File: config.mk
export PLATFORM = sky130hd
export DESIGN_NAME = instr_encoder_32
export DESIGN_NICKNAME = d
export VERILOG_FILES = /design/src/rtl/mips_pkg.sv /design/src/rtl/instr_pack_32.sv /design/src/rtl/instr_encoder_32.sv
export SDC_FILE = /design/constraint.sdc
export NUM_CORES = 1
export LEC_CHECK = 0
export BUFFER_PORTS_ARGS = -buffer_cell sky130_fd_sc_hd__buf_2
export CORE_UTILIZATION = 50
export CTS_CLUSTER_DIAMETER = 120
export DETAILED_ROUTE_END_ITERATION = 10
export PLACE_DENSITY_LB_ADDON = 0.12
export SYNTH_ARGS = -nofsm -noshare
export SYNTH_HDL_FRONTEND = slang
export SYNTH_SLANG_ARGS = --single-unit
export TNS_END_PERCENT = 1
File: constraint.sdc
create_clock -name clk -period 5.5 [get_ports clk]
set_clock_uncertainty 0.1 [all_clocks]
set_input_delay 0.55 -clock clk [delete_from_list [all_inputs] [get_ports clk]]
set_output_delay 0.55 -clock clk [all_outputs]
set_load 0.005 [all_outputs]
File: src/rtl/mips_pkg.sv
// Shared MIPS field layout, format codes and FIFO occupancy type.
// Used by both the instruction encoder and decoder_32.
package mips_pkg;

  localparam int INSTR_W  = 32;
  localparam int OPCODE_W = 6;
  localparam int REG_W    = 5;
  localparam int SHAMT_W  = 5;
  localparam int FUNCT_W  = 6;
  localparam int IMM_W    = 16;
  localparam int TARGET_W = 26;

  localparam int OPCODE_LSB = 26;
  localparam int RS_LSB     = 21;
  localparam int RT_LSB     = 16;
  localparam int RD_LSB     = 11;
  localparam int SHAMT_LSB  = 6;
  localparam int FUNCT_LSB  = 0;
  localparam int IMM_LSB    = 0;
  localparam int TARGET_LSB = 0;

  localparam logic [1:0] FMT_R = 2'd0;
  localparam logic [1:0] FMT_I = 2'd1;
  localparam logic [1:0] FMT_J = 2'd2;

  typedef enum logic [1:0] {
    EMPTY = 2'd0,
    ONE   = 2'd1,
    FULL  = 2'd2
  } fifo_state_t;

endpackage

File: src/rtl/instr_pack_32.sv
// Pure field packing of R/I/J words; flags fmt=3 as not legal.
// Fields unused by the selected format never reach the word.
module instr_pack_32
  import mips_pkg::*;
(
  input  logic [1:0]          fmt,
  input  logic [OPCODE_W-1:0] opcode,
  input  logic [REG_W-1:0]    rs,
  input  logic [REG_W-1:0]    rt,
  input  logic [REG_W-1:0]    rd,
  input  logic [SHAMT_W-1:0]  shamt,
  input  logic [FUNCT_W-1:0]  alu_function,
  input  logic [IMM_W-1:0]    immediate,
  input  logic [TARGET_W-1:0] jump_target,
  output logic [INSTR_W-1:0]  word,
  output logic                legal
);

  always_comb begin
    word  = '0;
    legal = 1'b1;
    word[OPCODE_LSB +: OPCODE_W] = opcode;
    unique case (1'b1)
      (fmt == FMT_R): begin
        word[RS_LSB +: REG_W]       = rs;
        word[RT_LSB +: REG_W]       = rt;
        word[RD_LSB +: REG_W]       = rd;
        word[SHAMT_LSB +: SHAMT_W]  = shamt;
        word[FUNCT_LSB +: FUNCT_W]  = alu_function;
      end
      (fmt == FMT_I): begin
        word[RS_LSB +: REG_W]  = rs;
        word[RT_LSB +: REG_W]  = rt;
        word[IMM_LSB +: IMM_W] = immediate;
      end
      (fmt == FMT_J): begin
        word[TARGET_LSB +: TARGET_W] = jump_target;
      end
      default: begin
        word  = '0;
        legal = 1'b0;
      end
    endcase
  end

endmodule

File: src/rtl/instr_encoder_32.sv
// Encodes field bundles into 32-bit words, tags each with a word address
// and buffers them in a 2-entry FIFO between two valid/ready handshakes.
module instr_encoder_32
  import mips_pkg::*;
#(
  parameter int ADDR_W    = 8,
  parameter int BASE_ADDR = 0
) (
  input  logic                clk,
  input  logic                reset,
  input  logic                restart,
  input  logic                in_valid,
  output logic                in_ready,
  input  logic [1:0]          fmt,
  input  logic [OPCODE_W-1:0] opcode,
  input  logic [REG_W-1:0]    rs,
  input  logic [REG_W-1:0]    rt,
  input  logic [REG_W-1:0]    rd,
  input  logic [SHAMT_W-1:0]  shamt,
  input  logic [FUNCT_W-1:0]  alu_function,
  input  logic [IMM_W-1:0]    immediate,
  input  logic [TARGET_W-1:0] jump_target,
  output logic                out_valid,
  input  logic                out_ready,
  output logic [INSTR_W-1:0]  instruction,
  output logic [ADDR_W-1:0]   address,
  output logic                err_illegal,
  output logic                addr_wrap
);

  localparam logic [ADDR_W-1:0] BASE = ADDR_W'(BASE_ADDR);

  fifo_state_t         state, state_next;
  logic [INSTR_W-1:0]  head_word, tail_word, new_word;
  logic [ADDR_W-1:0]   head_addr, tail_addr;
  logic [ADDR_W-1:0]   cnt, tag;
  logic                legal, in_fire, push, pop, bad;

  instr_pack_32 u_pack (
    .fmt          (fmt),
    .opcode       (opcode),
    .rs           (rs),
    .rt           (rt),
    .rd           (rd),
    .shamt        (shamt),
    .alu_function (alu_function),
    .immediate    (immediate),
    .jump_target  (jump_target),
    .word         (new_word),
    .legal        (legal)
  );

  assign in_ready    = (state != FULL);
  assign out_valid   = (state != EMPTY);
  assign instruction = head_word;
  assign address     = head_addr;

  assign in_fire = in_valid && in_ready;
  assign push    = in_fire && legal;
  assign bad     = in_fire && !legal;
  assign pop     = out_valid && out_ready;
  // A restart retags the word arriving in the same cycle.
  assign tag     = restart ? BASE : cnt;

  always_ff @(posedge clk) begin
    if (reset) state <= EMPTY;
    else       state <= state_next;
  end

  always_comb begin
    state_next = state;
    unique case (state)
      EMPTY: if (push) state_next = ONE;
      ONE: begin
        if (push && !pop)      state_next = FULL;
        else if (pop && !push) state_next = EMPTY;
      end
      FULL: if (pop) state_next = ONE;
      default: state_next = EMPTY;
    endcase
  end

  always_ff @(posedge clk) begin
    if (reset) begin
      head_word   <= '0;
      head_addr   <= BASE;
      tail_word   <= '0;
      tail_addr   <= BASE;
      cnt         <= BASE;
      err_illegal <= 1'b0;
      addr_wrap   <= 1'b0;
    end else begin
      if (pop) begin
        if (state == FULL) begin
          head_word <= tail_word;
          head_addr <= tail_addr;
        end else if (push) begin
          head_word <= new_word;
          head_addr <= tag;
        end
      end else if (push) begin
        if (state == EMPTY) begin
          head_word <= new_word;
          head_addr <= tag;
        end else begin
          tail_word <= new_word;
          tail_addr <= tag;
        end
      end
      cnt         <= push ? tag + 1'b1 : tag;
      err_illegal <= bad || (err_illegal && !restart);
      addr_wrap   <= (push && (tag == '1)) || (addr_wrap && !restart);
    end
  end

endmodule

; ---- Word-level counts from Yosys, hierarchy flattened
; Cells that the tools add are included.
[word_totals]
ff_bits = 92
input_bits = 81
out_inout_bits = 44
word_cells = 65
[classes]
addsub = 1
n_eq_ne = 9
muxes = 20
bitwise_logic = 2
reduce_logical = 25
[ops]
columns = operator, n
row1 = 32-bit two-way mux, 5
row2 = 26-bit one-hot mux with 3 select lines, 1
row3 = 8-bit two-way mux, 7
row4 = 1-bit logical AND, 9
row5 = 3-bit AND reduction, 3
row6 = "8-bit by 1-bit adder with 8-bit output, second input constant", 1
row7 = "8-bit equality test, second input constant", 1
row8 = 2-bit two-way mux, 4
row9 = 2-bit nonzero test, 4
row10 = 6-bit two-way mux, 1
row11 = "2-bit != test, second input constant", 3
row12 = 2-bit one-hot mux with 3 select lines, 1
row13 = "2-bit by 1-bit equality test with 1-bit output, second input constant", 2
row14 = "2-bit equality test, second input constant", 2
row15 = 1-bit logical NOT, 4
row16 = 2-bit logical NOT, 2
row17 = "3-bit != test, second input constant", 1
row18 = 3-bit OR reduction, 1
row19 = 1-bit logical OR, 2
row20 = 1-bit NOT, 2
row21 = 1-bit two-way mux, 1

; ---- Longest topological paths before layout
; Gate-level depths: netlist of run 1.
[logic_depth]
depth_word = 9
depth_mapped = 8
mapped_depth_nobuf = 6

; ---- Hierarchy
; From an unflattened synthesis of run 1, not the netlist that was laid out.
[unflattened]
hier_cells = 491
area_unflattened_um2 = 4450.5
[modules_own_cells]
columns = mod, instances, cells_each, area_per_inst_um2, seq_area_each_um2
row1 = instr_encoder_32, 1, 432, 3932.5, 1841.8
row2 = instr_pack_32, 1, 59, 518.0, 0.0

; ---- Least setup slack after synthesis of run 1
; No wires, ideal clock.
[synth_path]
path_kind = input to register
startpoint = input port restart
endpoint = register cnt[6]
setup_time_ps = 121
arrival_ps = 1936
required_time_ps = 5279
setup_slack_ps = 3343
cell_stages = 7
path_buffers = 1
cell_sequence = clkbuf_1 -> nor2b_1 -> ha_1 -> inv_1 -> nor4_2 -> nand3_1 -> mux2_2
[synth_via]
elab_chain_cells = 3
[synth_lines]
columns = element, line
row1 = from (decl), instr_encoder_32.sv:11  ; input logic restart,
row2 = 8-bit two-way mux, instr_encoder_32.sv:63  ; assign tag = restart ? BASE : cnt;
row3 = via tag[0], instr_encoder_32.sv:36  ; logic [ADDR_W-1:0] cnt, tag;
row4 = 8-bit by 1-bit adder with 8-bit output, instr_encoder_32.sv:110  ; cnt <= push ? tag + 1'b1 : tag;
row5 = 8-bit two-way mux, instr_encoder_32.sv:110
row6 = to (signal assigned), instr_encoder_32.sv:110
row7 = to (decl), instr_encoder_32.sv:36
; The timed path passes the listed nets, and every way through them passes these cells.
; A chain may end at the register's enable or synchronous reset.

; ---- Worst setup path in the final report of run 1
[layout_path]
startpoint = register state[1]
endpoint = register head_addr[6] (netlist: address[6])
[layout_via]
elab_chain_cells = 5
elab_cells_between_ends = 13
classes_between = eq/ne (2) / mux (2) / reduce/logical (9)
[layout_lines]
columns = element, line
row1 = from (decl), instr_encoder_32.sv:33  ; fifo_state_t state, state_next;
row2 = from (signal assigned), instr_encoder_32.sv:67  ; else state <= state_next;
row3 = 2-bit != test, instr_encoder_32.sv:53  ; assign in_ready = (state != FULL);
row4 = 1-bit logical AND, instr_encoder_32.sv:58  ; assign in_fire = in_valid && in_ready;
row5 = 1-bit logical AND, instr_encoder_32.sv:59  ; assign push = in_fire && legal;
row6 = 2-bit nonzero test (no source line), -
row7 = 3-bit AND reduction (no source line), -
row8 = to (signal assigned), instr_encoder_32.sv:96  ; head_addr <= tail_addr;
row9 = to (signal assigned), instr_encoder_32.sv:99  ; head_addr <= tag;
row10 = to (signal assigned), instr_encoder_32.sv:104  ; head_addr <= tag;
row11 = to (decl), instr_encoder_32.sv:35  ; logic [ADDR_W-1:0] head_addr, tail_addr;
; Several ways; a longest one is shown, not always the timed one.

==> results of run 1 <==
layer usage:
layer	part of all wire	up-vias	routed length, um	GRT usage
met5	0	-	0	0
met2	0.50	153	5760	0.479
met3	0.051	13	592	0.0338
met1	0.44	1880	5050	0.337
li1	-	2026	-	-
met4	0.011	0	132	0.0923
power by group through the flow:
stage | combinational [mW] | clock (mW) | sequential (mW)
after detailed placement | 0.224 | 0 | 0.740
final | 0.224 | 0.558 | 0.725
after CTS | 0.225 | 0.560 | 0.725
after global placement | 0.219 | 0 | 0.740
after floorplan | 0.134 | 0 | 0.738
after global routing | 0.249 | 0.594 | 0.729
synth_stat cells:
cell type,n,area (um^2)
sky130_fd_sc_hd__or2_1,1,6.26
sky130_fd_sc_hd__ha_1,1,12.5
sky130_fd_sc_hd__nand3_1,3,15.0
sky130_fd_sc_hd__a21oi_1,43,215
sky130_fd_sc_hd__nand4b_1,1,8.76
sky130_fd_sc_hd__mux2i_1,18,180
sky130_fd_sc_hd__a21boi_1,1,7.51
sky130_fd_sc_hd__nand2_1,72,270
sky130_fd_sc_hd__a21bo_2,1,10.0
sky130_fd_sc_hd__xor2_1,1,8.76
sky130_fd_sc_hd__a221oi_1,20,175
sky130_fd_sc_hd__clkbuf_1,35,131
sky130_fd_sc_hd__a211oi_1,1,7.51
sky130_fd_sc_hd__buf_6,1,11.3
sky130_fd_sc_hd__nor4_2,2,25.0
sky130_fd_sc_hd__o21ai_1,1,5.00
sky130_fd_sc_hd__o2bb2ai_1,12,105
sky130_fd_sc_hd__and2_1,2,12.5
sky130_fd_sc_hd__nand2b_1,1,6.26
sky130_fd_sc_hd__nand3b_1,2,15.0
sky130_fd_sc_hd__nor2b_1,11,68.8
sky130_fd_sc_hd__inv_1,4,15.0
sky130_fd_sc_hd__dfxtp_1,92,1840
sky130_fd_sc_hd__mux2_2,1,11.3
sky130_fd_sc_hd__o31ai_1,22,165
sky130_fd_sc_hd__nor2_1,55,206
sky130_fd_sc_hd__buf_1,2,7.51
sky130_fd_sc_hd__nor3_1,32,160
sky130_fd_sc_hd__o32ai_1,10,87.6
sky130_fd_sc_hd__a311oi_2,8,120
sky130_fd_sc_hd__clkinv_1,1,3.75
sky130_fd_sc_hd__or2_2,1,6.26
sky130_fd_sc_hd__a311oi_1,1,8.76
sky130_fd_sc_hd__a22oi_1,22,165
sky130_fd_sc_hd__o22a_1,1,8.76
sky130_fd_sc_hd__buf_2,12,60.1
sky130_fd_sc_hd__xnor2_1,4,35.0
sky130_fd_sc_hd__a21o_1,1,7.51
sky130_fd_sc_hd__and4_1,1,8.76
sky130_fd_sc_hd__and3b_1,1,8.76
sky130_fd_sc_hd__o21ai_0,5,25.0
sky130_fd_sc_hd__nand4_1,1,6.26
sky130_fd_sc_hd__a41o_1,1,10.0
state kept, by name (all words and copies together), names as in the netlist:
register and flops:
instruction 32, tail_word 32, err_illegal 1, tail_addr 8
state 2, cnt 8, address 8, addr_wrap 1
stage by stage:
stage / utilization / power [mW] / hold WS, ns
after floorplan: - / 0.873 / 0.337
after global placement: 0.592 / 0.959 / 0.342
after detailed placement: 0.592 / 0.963 / 0.347
after CTS: 0.622 / 1.51 / 0.320
after global routing: 0.622 / 1.57 / 0.326
final: 0.622 / 1.51 / 0.331
cells by family (layout without fill, tap and decap cells):
group | Yosys count | count (layout) | synth area share
buf+inv | 55 | 151 | 0.0537
flops | 92 | 92 | 0.432
compound gates | 150 | 150 | 0.263
xor+xnor | 5 | 5 | 0.0103
fa+ha+maj | 1 | 1 | 0.00293
simple gates | 186 | 186 | 0.193
mux | 19 | 19 | 0.0449
area by class of cell:
type	instances	area, um^2	area share
Timing Repair Buffer	130	666	0.130
Clock buffer	10	138	0.0269
Inverter	5	18.8	0.00367
Sequential cell	92	1840	0.360
Tap cell	105	131	0.0257
Multi-Input combinational cell	361	2200	0.431
Clock inverter	6	111	0.0218
worst paths after layout:
check                                            from                    endpoint  cells past startpoint
worst max-delay path            state[1]$_SDFFE_PP0P_     address[6]$_SDFFE_PP0P_                      5
worst min-delay path                        opcode[0]  tail_word[26]$_SDFFE_PP0P_                      3
worst max register to register  state[1]$_SDFFE_PP0P_     address[6]$_SDFFE_PP0P_                      5
worst min register to register   addr_wrap$_SDFF_PP0_        addr_wrap$_SDFF_PP0_                      2
worst max-delay path, stage by stage, from the launching register on:
cell and delay (ns):
sky130_fd_sc_hd__dfxtp_1 0.43, sky130_fd_sc_hd__and3b_2 0.79, sky130_fd_sc_hd__a21o_1 0.47, sky130_fd_sc_hd__buf_4 0.35, sky130_fd_sc_hd__or2_2 0.77, sky130_fd_sc_hd__a311oi_2 0.20
==> run summary, run 1 <==
The run finished with clean final reports. The number of antenna-violating nets in the routed design was 0. The logs give 1.11 mW for the internal power of the cells and 681 for the number of nets in the layout. The count of inserted antenna diode cells was 0; the die outline height was 94.4 um.

Summed over all failing endpoints, the final setup total negative slack is 0 ns. Compared with the post-synthesis result, the final layout area differs by 19.8%. The first global-routing pass estimated 18700 um of wire. Fill cells in the final layout number 753. The H-tree generated during clock tree synthesis spans 3 levels. The source-to-sink clock delay at the later pin of the worst-skew pair is 0.36 ns. The power share of the sequential group came out at 0.481.

The worst slew margin relative to its limit was 0.193. The most common cell after layout, fill and taps aside is sky130_fd_sc_hd__buf_2. Post-CTS timing repair inserted 0 buffers for setup. For the setup slack of the worst register-to-register path, the log shows 2.18 ns. The number of gates resized after CTS was 0. Counting the buffers created by CTS gives 9. The tools report the iteration count of the initial detailed-routing pass as 5. The final route contains 4072 vias. The longest clock path from root to sink contains 2 buffers. After the flow finishes, the layout carries non-filler instances totaling 709. The mean post-synth cell area works out to 8.40 um^2. The worst setup path is captured at a register.

When the netlist entered floorplanning its net count stood at 590. The clock network power share was 0.370. The number of pins with negative max-slew slack in the final report came out at 0. Static timing analysis puts the maximum clock frequency at 301 MHz. For this run, design rule violations remaining after detail routing come to 0. For this design the total switching power over the nets is 0.394 mW. The number of buffers added on ports is 124, and the pin count of the biggest net entering global routing is 61. The worst setup path is launched from a register. The setup slack of the critical path after layout is 2.18 ns. The share of the cycle needed by the critical path after routing was 0.604. The starting density of the core is 0.519. Before CTS, the worst setup slack after placement is 1.93 ns. Initial antenna violation count: 0.

The total clock sinks was 92; the worst path arrival time was 3.41 ns. For the total count of hold-check failures in the final report, the log shows 0. Pin placement for this block handled 125 I/O pins. After detailed routing, the average wire length per cell comes to 16.3 um.

The Yosys step of the flow raised 0 warnings. The run gives 43 as the distinct cell type count of the synthesized netlist. The floorplan step defined a core boundary enclosing 8220 um^2. Post-CTS clock slew at the launch and capture registers of the worst setup and hold paths: 0.09 ns. Synthesis handed over a netlist of 508 instances.

Once placement completed, the tool counted placed cells totaling 693. The cell area after synthesis is 4270 um^2. The final setup violation count was 0.

The proportion of total power due to net switching is 0.261, and the proportion of layout cells with a drive suffix above 1 is 0.270. The logs give 5.59 ns for the required time at the worst-slack endpoint and 0.270 for the all-layer global routing usage. The finished cells cover 5110 um^2. Routability-driven placement finished with a final weighted congestion of 0.774. The final layout contains routed wiring with a total length of 11500 um.

Across the VDD grid, the largest voltage drop is 0.162 mV. In the layout the commonest cells are 124 x sky130_fd_sc_hd__buf_2, 92 x sky130_fd_sc_hd__dfxtp_1, 72 x sky130_fd_sc_hd__nand2_1. TritonCTS built the clock tree.

The worst min-delay path class is primary input to register. The tools report the die area as 8910 um^2. In this run the cell area measured after placement is 4860 um^2. The post-synthesis sequential element count was 92; the highest net fanout along the worst path was 42. After global routing the overflow that remains totals 0.

The run gives 3885 as the number of global-route vias before repair. The tools report the buffer type at the clock tree root as sky130_fd_sc_hd__clkbuf_8. Setup repair after global routing left no endpoint under its margin.

The number of hold-repair buffers added at the cts stage is 0, and the transition time at the pin with the least slew margin is 1.21 ns. The chip width was 94.4 um; the combinational share of power was 0.149. The run gives 0.432 as the sequential-to-total area share from yosys stat. The floorplan has 33 rows. The critical path class is register to register. The smallest clock period supported by the final layout is computed as 3.32 ns.

Detailed placement finished with a half-perimeter wire length of 7470 um. The run gives 2.10 nW as the static power due to leakage. In this run, the number of DRC markers left after iteration 0 of detailed routing was 160.

The power density relative to cell area is 295 nW/um^2. Max-cap violations in this run came to 0. The mean number of vias per cell came out at 5.74.
No activity file was read; power rests on OpenSTA's default activity.
==> run 2: changes to the inputs <==
--- a/config.mk
+++ b/config.mk
@@ -6,7 +6,7 @@
 export NUM_CORES = 1
 export LEC_CHECK = 0
 export BUFFER_PORTS_ARGS = -buffer_cell sky130_fd_sc_hd__buf_2
-export CORE_UTILIZATION = 50
+export CORE_UTILIZATION = 47
 export CTS_CLUSTER_DIAMETER = 120
 export DETAILED_ROUTE_END_ITERATION = 10
 export PLACE_DENSITY_LB_ADDON = 0.12
==> constraint.sdc (replaced) <==
create_clock -name clk -period 3 [get_ports clk]
set_clock_uncertainty 0.1 [all_clocks]
set_input_delay 0.3 -clock clk [delete_from_list [all_inputs] [get_ports clk]]
set_output_delay 0.3 -clock clk [all_outputs]
set_load 0.005 [all_outputs]
==> run 2 against run 1 <==
Highest routed layer unchanged. Combinational power increased by 90%. Power increased by 73%. Critical path type unchanged. Critical path depth decreased by 1.
==> run summary, run 2 (synthesized netlist as in run 1, its figures left out) <==
For the total clock sinks, the log shows 92 (unchanged). The highest net fanout along the worst path is 40 (was 42). The depth of the worst register-to-register path came out at 4 (was 5). The cell at the slowest stage of the critical path was sky130_fd_sc_hd__or2_2 (was sky130_fd_sc_hd__and3b_2). The buffer type at the clock tree root is sky130_fd_sc_hd__clkbuf_8 (unchanged).

The total cell area at the placement stage came out at 4940 um^2 (was 4860 um^2). The transition time at the pin with the least slew margin is 0.931 ns (was 1.21 ns), and the initial antenna violation count is 1 (was 0). Critical path, cell by cell: or2_2 -> nor2_2 -> or2_2 -> a311oi_2 (was and3b_2 -> a21o_1 -> buf_4 -> or2_2 -> a311oi_2). The chip width came out at 97.3 um (was 94.4 um).

The tools report the number of pins with negative max-slew slack in the final report as 0 (unchanged). The source-to-sink clock delay at the later pin of the worst-skew pair is 0.37 ns (was 0.36 ns). The tools report the iteration count of the initial detailed-routing pass as 5 (unchanged).

The tools report the total count of hold-check failures in the final report as 0 (unchanged). Most common cell after layout, fill and taps aside: sky130_fd_sc_hd__buf_2 (unchanged). For the static power due to leakage, the log shows 2.12 nW (was 2.10 nW). The growth of design area from synthesis to finish works out to 20.7% (was 19.8%). The mean number of vias per cell is 5.77 (was 5.74), and the final wirelength is 12000 um (was 11500 um). The number of nets in the layout was 690 (was 681). The run gives 0.810 (was 0.774) as the placer congestion estimate. Worst min-delay path startpoint: opcode[2] (was opcode[0]). The total number of vias was 4157 (was 4072). The destination of the worst register-to-register timing path is address[5]$_SDFFE_PP0P_ (was address[6]$_SDFFE_PP0P_). The post-CTS setup-driven buffer insertion count is 0 (unchanged). Number of antenna-violating nets in the routed design: 0 (unchanged). Worst min-delay path class: primary input to register (unchanged). For the number of hold-repair buffers added at the cts stage, the log shows 0 (unchanged).

The boundary pin count was 125 (unchanged). The worst slew margin relative to its limit came out at 0.379 (was 0.193). The proportion of layout cells with a drive suffix above 1 is 0.277 (was 0.270). The kind of capture point of the worst setup path is a register (unchanged).

The final critical path time including I/O delays and setup was 2.09 ns (was 3.32 ns); the per-cell routed wire length was 16.7 um (was 16.3 um). The tools report the total power as 2.61 mW (was 1.51 mW). The logs give 0 (unchanged) for the number of resized instances in the post-cts repair step and 0 (unchanged) for the overflow left after global routing. The tools report the count of inserted antenna diode cells as 0 (unchanged).

The number of global-route vias before repair came out at 4082 (was 3885). The capture endpoint of the worst hold path was tail_word[28]$_SDFFE_PP0P_ (was tail_word[26]$_SDFFE_PP0P_). The tools report the required time at the worst-slack endpoint as 3.10 ns (was 5.59 ns). The TritonCTS buffer count was 9 (unchanged). The post-CTS clock slew at the launch and capture registers of the worst setup and hold paths was 0.09 ns (about the same); the power density relative to cell area was 507 nW/um^2 (was 295 nW/um^2). The DRC violations left was 0 (unchanged); the starting density of the core was 0.487 (was 0.519). Setup repair after global routing left no endpoint under its margin.

Kind of cell with the highest combined delay on the critical path: simple AND/OR/NAND/NOR gates (unchanged). The row count is 34 (was 33), and the worst hold path depth is 3 (unchanged). The run gives 9460 um^2 (was 8910 um^2) as the die area. The maximum root-to-sink buffer count is 2 (unchanged), and the finished layout cell area is 5150 um^2 (was 5110 um^2). The worst-case hold slack was 0.0725 ns (was 0.331 ns); the share of the cycle needed by the critical path after routing was 0.698 (was 0.604). For the pin count of the biggest net entering global routing, the log shows 61 (unchanged).

The number of buffers added on ports is 124 (unchanged). The all-layer global routing usage was 0.260 (was 0.270); the number of maximum-capacitance constraint violations was 0 (unchanged). The tools report the worst slack at placement as 0.798 ns (was 1.93 ns). The worst path arrival time is 2.20 ns (was 3.41 ns). Launch point of the worst reg-to-reg path: state[0]$_SDFFE_PP0P_ (was state[1]$_SDFFE_PP0P_).

The worst stage delay on the critical path was 0.77 ns (was 0.79 ns). The setup slack of the worst register-to-register path was 0.91 ns (was 2.18 ns). The H-tree depth was 3 (unchanged); the final setup violation count was 0 (unchanged). The run finished with clean final reports. Commonest cells after routing, fill and taps aside: 124 x sky130_fd_sc_hd__buf_2, 92 x sky130_fd_sc_hd__dfxtp_1, 72 x sky130_fd_sc_hd__nand2_1 (unchanged). Startpoint kind of the worst setup timing path: a register (unchanged).

Cell type with the highest occurrence count on the critical path: sky130_fd_sc_hd__or2_2. The maximum VDD drop is 0.279 mV (was 0.162 mV), and the half-perimeter wire length after placement is 7900 um (was 7470 um). The logs give 477 MHz (was 301 MHz) for the maximum operating frequency and 8760 um^2 (was 8220 um^2) for the placeable core region.

The buffers plus inverters on the worst setup path was 0 (was 1). The number of fillers in the final layout is 807 (was 753). The die outline height was 97.3 um (was 94.4 um). The critical path class is register to register (unchanged).

The violation count after the first detailed-routing iteration is 177 (was 160). The first-pass GRT wire length was 20000 um (was 18700 um). TritonCTS built the clock tree. The final setup TNS is 0 ns (unchanged), and the setup slack of the critical path after layout is 0.905 ns (was 2.18 ns).
==> run 2: cell type report <==
class | count | area, um^2 | area share
Tap cell | 108 | 135 | 0.0262
Inverter | 5 | 18.8 | 0.00365
Multi-Input combinational cell | 361 | 2200 | 0.428
Clock buffer | 13 | 159 | 0.0309
Sequential cell | 92 | 1840 | 0.358
Timing Repair Buffer | 139 | 746 | 0.145
Clock inverter | 3 | 45.0 | 0.00875
==> run 2: layer usage <==
metal,up-vias,share of wire,GRT usage
met5,-,0,0
met4,0,0.016,0.0860
li1,2043,-,-
met1,1936,0.44,0.329
met2,164,0.47,0.433
met3,14,0.077,0.0626
==> run 2: through the flow <==
step                 util  std cells
floorplan               -        508
global placement    0.564        705
detailed placement  0.564        705
CTS                 0.588        721
global route        0.588        721
finish              0.588        721
==> run 2: worst max-delay path by stage <==
stage                           from                       to  cells after the start
6_report       state[0]$_SDFFE_PP0P_  address[5]$_SDFFE_PP0P_                      4
5_1_grt        state[0]$_SDFFE_PP0P_  address[5]$_SDFFE_PP0P_                      4
4_1_cts        state[0]$_SDFFE_PP0P_  address[5]$_SDFFE_PP0P_                      4
3_5_place_dp                  fmt[1]  address[5]$_SDFFE_PP0P_                      6
3_3_place_gp                  fmt[1]  address[7]$_SDFFE_PP0P_                      6
2_1_floorplan                restart        cnt[6]$_SDFF_PP0_                      7
==> run 2: report_power, final <==
part / internal, mW / switching [mW]
sequential: 1.29 / 0.0396
combinational: 0.185 / 0.240
clock: 0.432 / 0.427
total: 1.91 / 0.707
==> run 2: worst min-delay path, stage by stage <==
cell	delay (ns)
sky130_fd_sc_hd__buf_2	0.10
sky130_fd_sc_hd__nand2_1	0.05
sky130_fd_sc_hd__a21oi_1	0.05
==> run 3: changes to the inputs <==
==> constraint.sdc (replaced) <==
create_clock -name clk -period 1.7 [get_ports clk]
set_clock_uncertainty 0.1 [all_clocks]
set_input_delay 0.17 -clock clk [delete_from_list [all_inputs] [get_ports clk]]
set_output_delay 0.17 -clock clk [all_outputs]
set_load 0.005 [all_outputs]
==> run 3 against run 2 <==
Routed wire length increased by 1.8%. Via count increased by 3.6%. First-iteration DRC count increased by 6.2%. Worst setup slack got worse by 0.84 ns. Cell count increased by 3.9%. Critical path type unchanged. Highest routed layer unchanged.
==> run summary, run 3 (synthesized netlist as in run 1, its figures left out) <==
The overflow left after global routing was 0 (unchanged); the total number of vias was 4307 (was 4157). Number of global-route vias before repair: 4128 (was 4082). The worst path arrival time was 1.81 ns (was 2.20 ns); the placer congestion estimate was 0.811 (was 0.810). For the total count of hold-check failures in the final report, the log shows 0 (unchanged). The run gives 20100 um (was 20000 um) as the first-pass GRT wire length.

Setup repair after global routing could not meet its margin everywhere. The source-to-sink clock delay at the later pin of the worst-skew pair came out at 0.36 ns (was 0.37 ns). The most common cell after layout, fill and taps aside was sky130_fd_sc_hd__buf_2 (unchanged). The worst min-delay path startpoint is jump_target[20] (was opcode[2]). The static power due to leakage was 2.30 nW (was 2.12 nW). The die area was 9460 um^2 (unchanged); the final critical path time including I/O delays and setup was 1.63 ns (was 2.09 ns).

Launch point of the worst reg-to-reg path: state[0]$_SDFFE_PP0P_ (unchanged). The final core utilization is 0.629 (was 0.588), and the maximum root-to-sink buffer count is 2 (unchanged). The violation count after the first detailed-routing iteration is 188 (was 177), and the total clock sinks is 92 (unchanged). The logs give 12300 um (was 12000 um) for the final wirelength and 0 ns (unchanged) for the final setup TNS. Total area of multi-input combinational cells: 2240 um^2 (was 2200 um^2). The half-perimeter wire length after placement was 8320 um (was 7900 um).

Commonest cells after routing, fill and taps aside: 124 x sky130_fd_sc_hd__buf_2, 89 x sky130_fd_sc_hd__dfxtp_1, 72 x sky130_fd_sc_hd__nand2_1 (was 124 x sky130_fd_sc_hd__buf_2, 92 x sky130_fd_sc_hd__dfxtp_1, 72 x sky130_fd_sc_hd__nand2_1). The maximum operating frequency is 612 MHz (was 477 MHz), and the die outline height is 97.3 um (unchanged). The number of antenna-violating nets in the routed design is 0 (unchanged). The worst min-delay path class is primary input to register (unchanged). For the final setup violation count, the log shows 0 (unchanged). The tools report the buffer type at the clock tree root as sky130_fd_sc_hd__clkbuf_8 (unchanged). The run gives 770 (was 807) as the number of fillers in the final layout. The required time at the worst-slack endpoint is 1.87 ns (was 3.10 ns), and the number of buffers added on ports is 124 (unchanged).

The number of maximum-capacitance constraint violations is 0 (unchanged), and the boundary pin count is 125 (unchanged). The all-layer global routing usage came out at 0.259 (was 0.260). The per-cell routed wire length works out to 16.4 um (was 16.7 um).

The flow ran to the end, and the final reports show no timing, DRC or antenna violations. The initial antenna violation count is 1 (unchanged). The tools report the post-CTS setup-driven buffer insertion count as 0 (unchanged). The critical path class was register to register (unchanged). The pin count of the biggest net entering global routing is 61 (unchanged). The highest net fanout along the worst path was 20 (was 40); the maximum VDD drop was 0.447 mV (was 0.279 mV). Growth of design area from synthesis to finish: 29.3% (was 20.7%). The area used by sequential logic in the layout is 1850 um^2 (was 1840 um^2), and the proportion of layout cells with a drive suffix above 1 is 0.314 (was 0.277). The share of the cycle needed by the critical path after routing came out at 0.961 (was 0.698). The number of nets in the layout was 718 (was 690). The mean number of vias per cell works out to 5.75 (was 5.77). TritonCTS built the clock tree. The non-filler instance count after layout came out at 749 (was 721). The startpoint kind of the worst setup timing path is a register (unchanged).

The tools report the kind of capture point of the worst setup path as a register (unchanged). The number of placed instances, taps included was 726 (was 705). Power density relative to cell area: 873 nW/um^2 (was 507 nW/um^2).

For the H-tree depth, the log shows 3 (unchanged). The row count came out at 34 (unchanged). The tools report the DRC violations left as 0 (unchanged).

The chip width was 97.3 um (unchanged); the transition time at the pin with the least slew margin was 0.895 ns (was 0.931 ns). The TritonCTS buffer count came out at 9 (unchanged). Launching element of the worst setup path: state[0]$_SDFFE_PP0P_ (unchanged). The number of pins with negative max-slew slack in the final report was 0 (unchanged). The iteration count of the initial detailed-routing pass was 5 (unchanged). The count of inserted antenna diode cells was 0 (unchanged). The post-CTS clock slew at the launch and capture registers of the worst setup and hold paths came out at 0.10 ns (was 0.09 ns).

The starting density of the core is 0.487 (unchanged). The worst slew margin relative to its limit was 0.402 (was 0.379); the placeable core region was 8760 um^2 (unchanged).
[run 3: cell count changes in the layout (fill, tap and decap cells not counted), moves of 2 or more]
| cell | before | now |
|---|---|---|
| sky130_fd_sc_hd__clkbuf_8 | 11 | 9 |
| sky130_fd_sc_hd__buf_6 | 0 | 2 |
| sky130_fd_sc_hd__inv_6 | 0 | 2 |
| sky130_fd_sc_hd__o32ai_2 | 0 | 2 |
| sky130_fd_sc_hd__nor2b_2 | 0 | 3 |
| sky130_fd_sc_hd__nor2b_1 | 11 | 8 |
| sky130_fd_sc_hd__dlygate4sd3_1 | 0 | 7 |
| sky130_fd_sc_hd__dfxtp_2 | 0 | 2 |
| sky130_fd_sc_hd__o32ai_1 | 10 | 8 |
| sky130_fd_sc_hd__clkbuf_1 | 2 | 0 |
| sky130_fd_sc_hd__buf_4 | 14 | 27 |
| sky130_fd_sc_hd__buf_12 | 1 | 7 |
| sky130_fd_sc_hd__dfxtp_1 | 92 | 89 |
[run 3: path summary, 6_finish.rpt]
| path | end | slack [ns] | cells after the start |
|---|---|---|---|
| setup / recovery | address[2]$_SDFFE_PP0P_ | 0.07 | 5 |
| hold / removal | tail_word[20]$_SDFFE_PP0P_ | 0.03 | 3 |
| setup reg to reg | address[2]$_SDFFE_PP0P_ | 0.07 | 5 |
| hold reg to reg | addr_wrap$_SDFF_PP0_ | 0.36 | 2 |
[run 3: what timing repair did]
item | in CTS | in global routing
pin swaps | 0 | 0
endpoints found under the setup margin | 9 | 37
hold endpoints to repair | 7 | 0
hold buffers | 7 | 0
gates resized for setup | 2 | 8
[run 3: area by class of cell]
cell class / count / area share
clock buffers: 9 / 0.0225
flip-flops and latches: 92 / 0.335
well taps: 108 / 0.0245
repair buffers: 167 / 0.191
inverters: 5 / 0.00340
multi-input cells: 361 / 0.406
clock inverters: 7 / 0.0177
[run 3: metal layers]
| metal | GRT usage | up-vias | wire (um) |
|---|---|---|---|
| met5 | 0 | - | 0 |
| met1 | 0.325 | 2017 | 5210 |
| li1 | - | 2102 | - |
| met2 | 0.451 | 170 | 6110 |
| met4 | 0.0781 | 0 | 206 |
| met3 | 0.0496 | 18 | 729 |
[run 3: power by group]
part / internal [mW] / switching (mW) / total (mW)
Combinational: 0.385 / 0.440 / 0.826
Clock: 0.836 / 0.809 / 1.64
Sequential: 2.28 / 0.0719 / 2.35
Total: 3.50 / 1.32 / 4.82
[run 3: stage by stage]
stage / instance area, um^2 / setup slack, ns / total power [mW] / hold slack [ns]
floorplan: 4280 / 0.0163 / 2.82 / 0.148
global placement: 5190 / 0.0602 / 3.17 / 0.323
detailed placement: 5190 / -0.00641 / 3.19 / 0.332
CTS: 5490 / 0.00497 / 4.82 / 0.0281
global route: 5520 / -0.0140 / 5.02 / 0.0324
finish: 5520 / 0.0655 / 4.82 / 0.0257
[run 3: worst max-delay path: stages, from the launching register on]
cell	delay, ns
sky130_fd_sc_hd__dfxtp_4	0.38
sky130_fd_sc_hd__and3b_2	0.22
sky130_fd_sc_hd__a21o_1	0.19
sky130_fd_sc_hd__or2_4	0.28
sky130_fd_sc_hd__buf_12	0.17
sky130_fd_sc_hd__a311oi_2	0.21
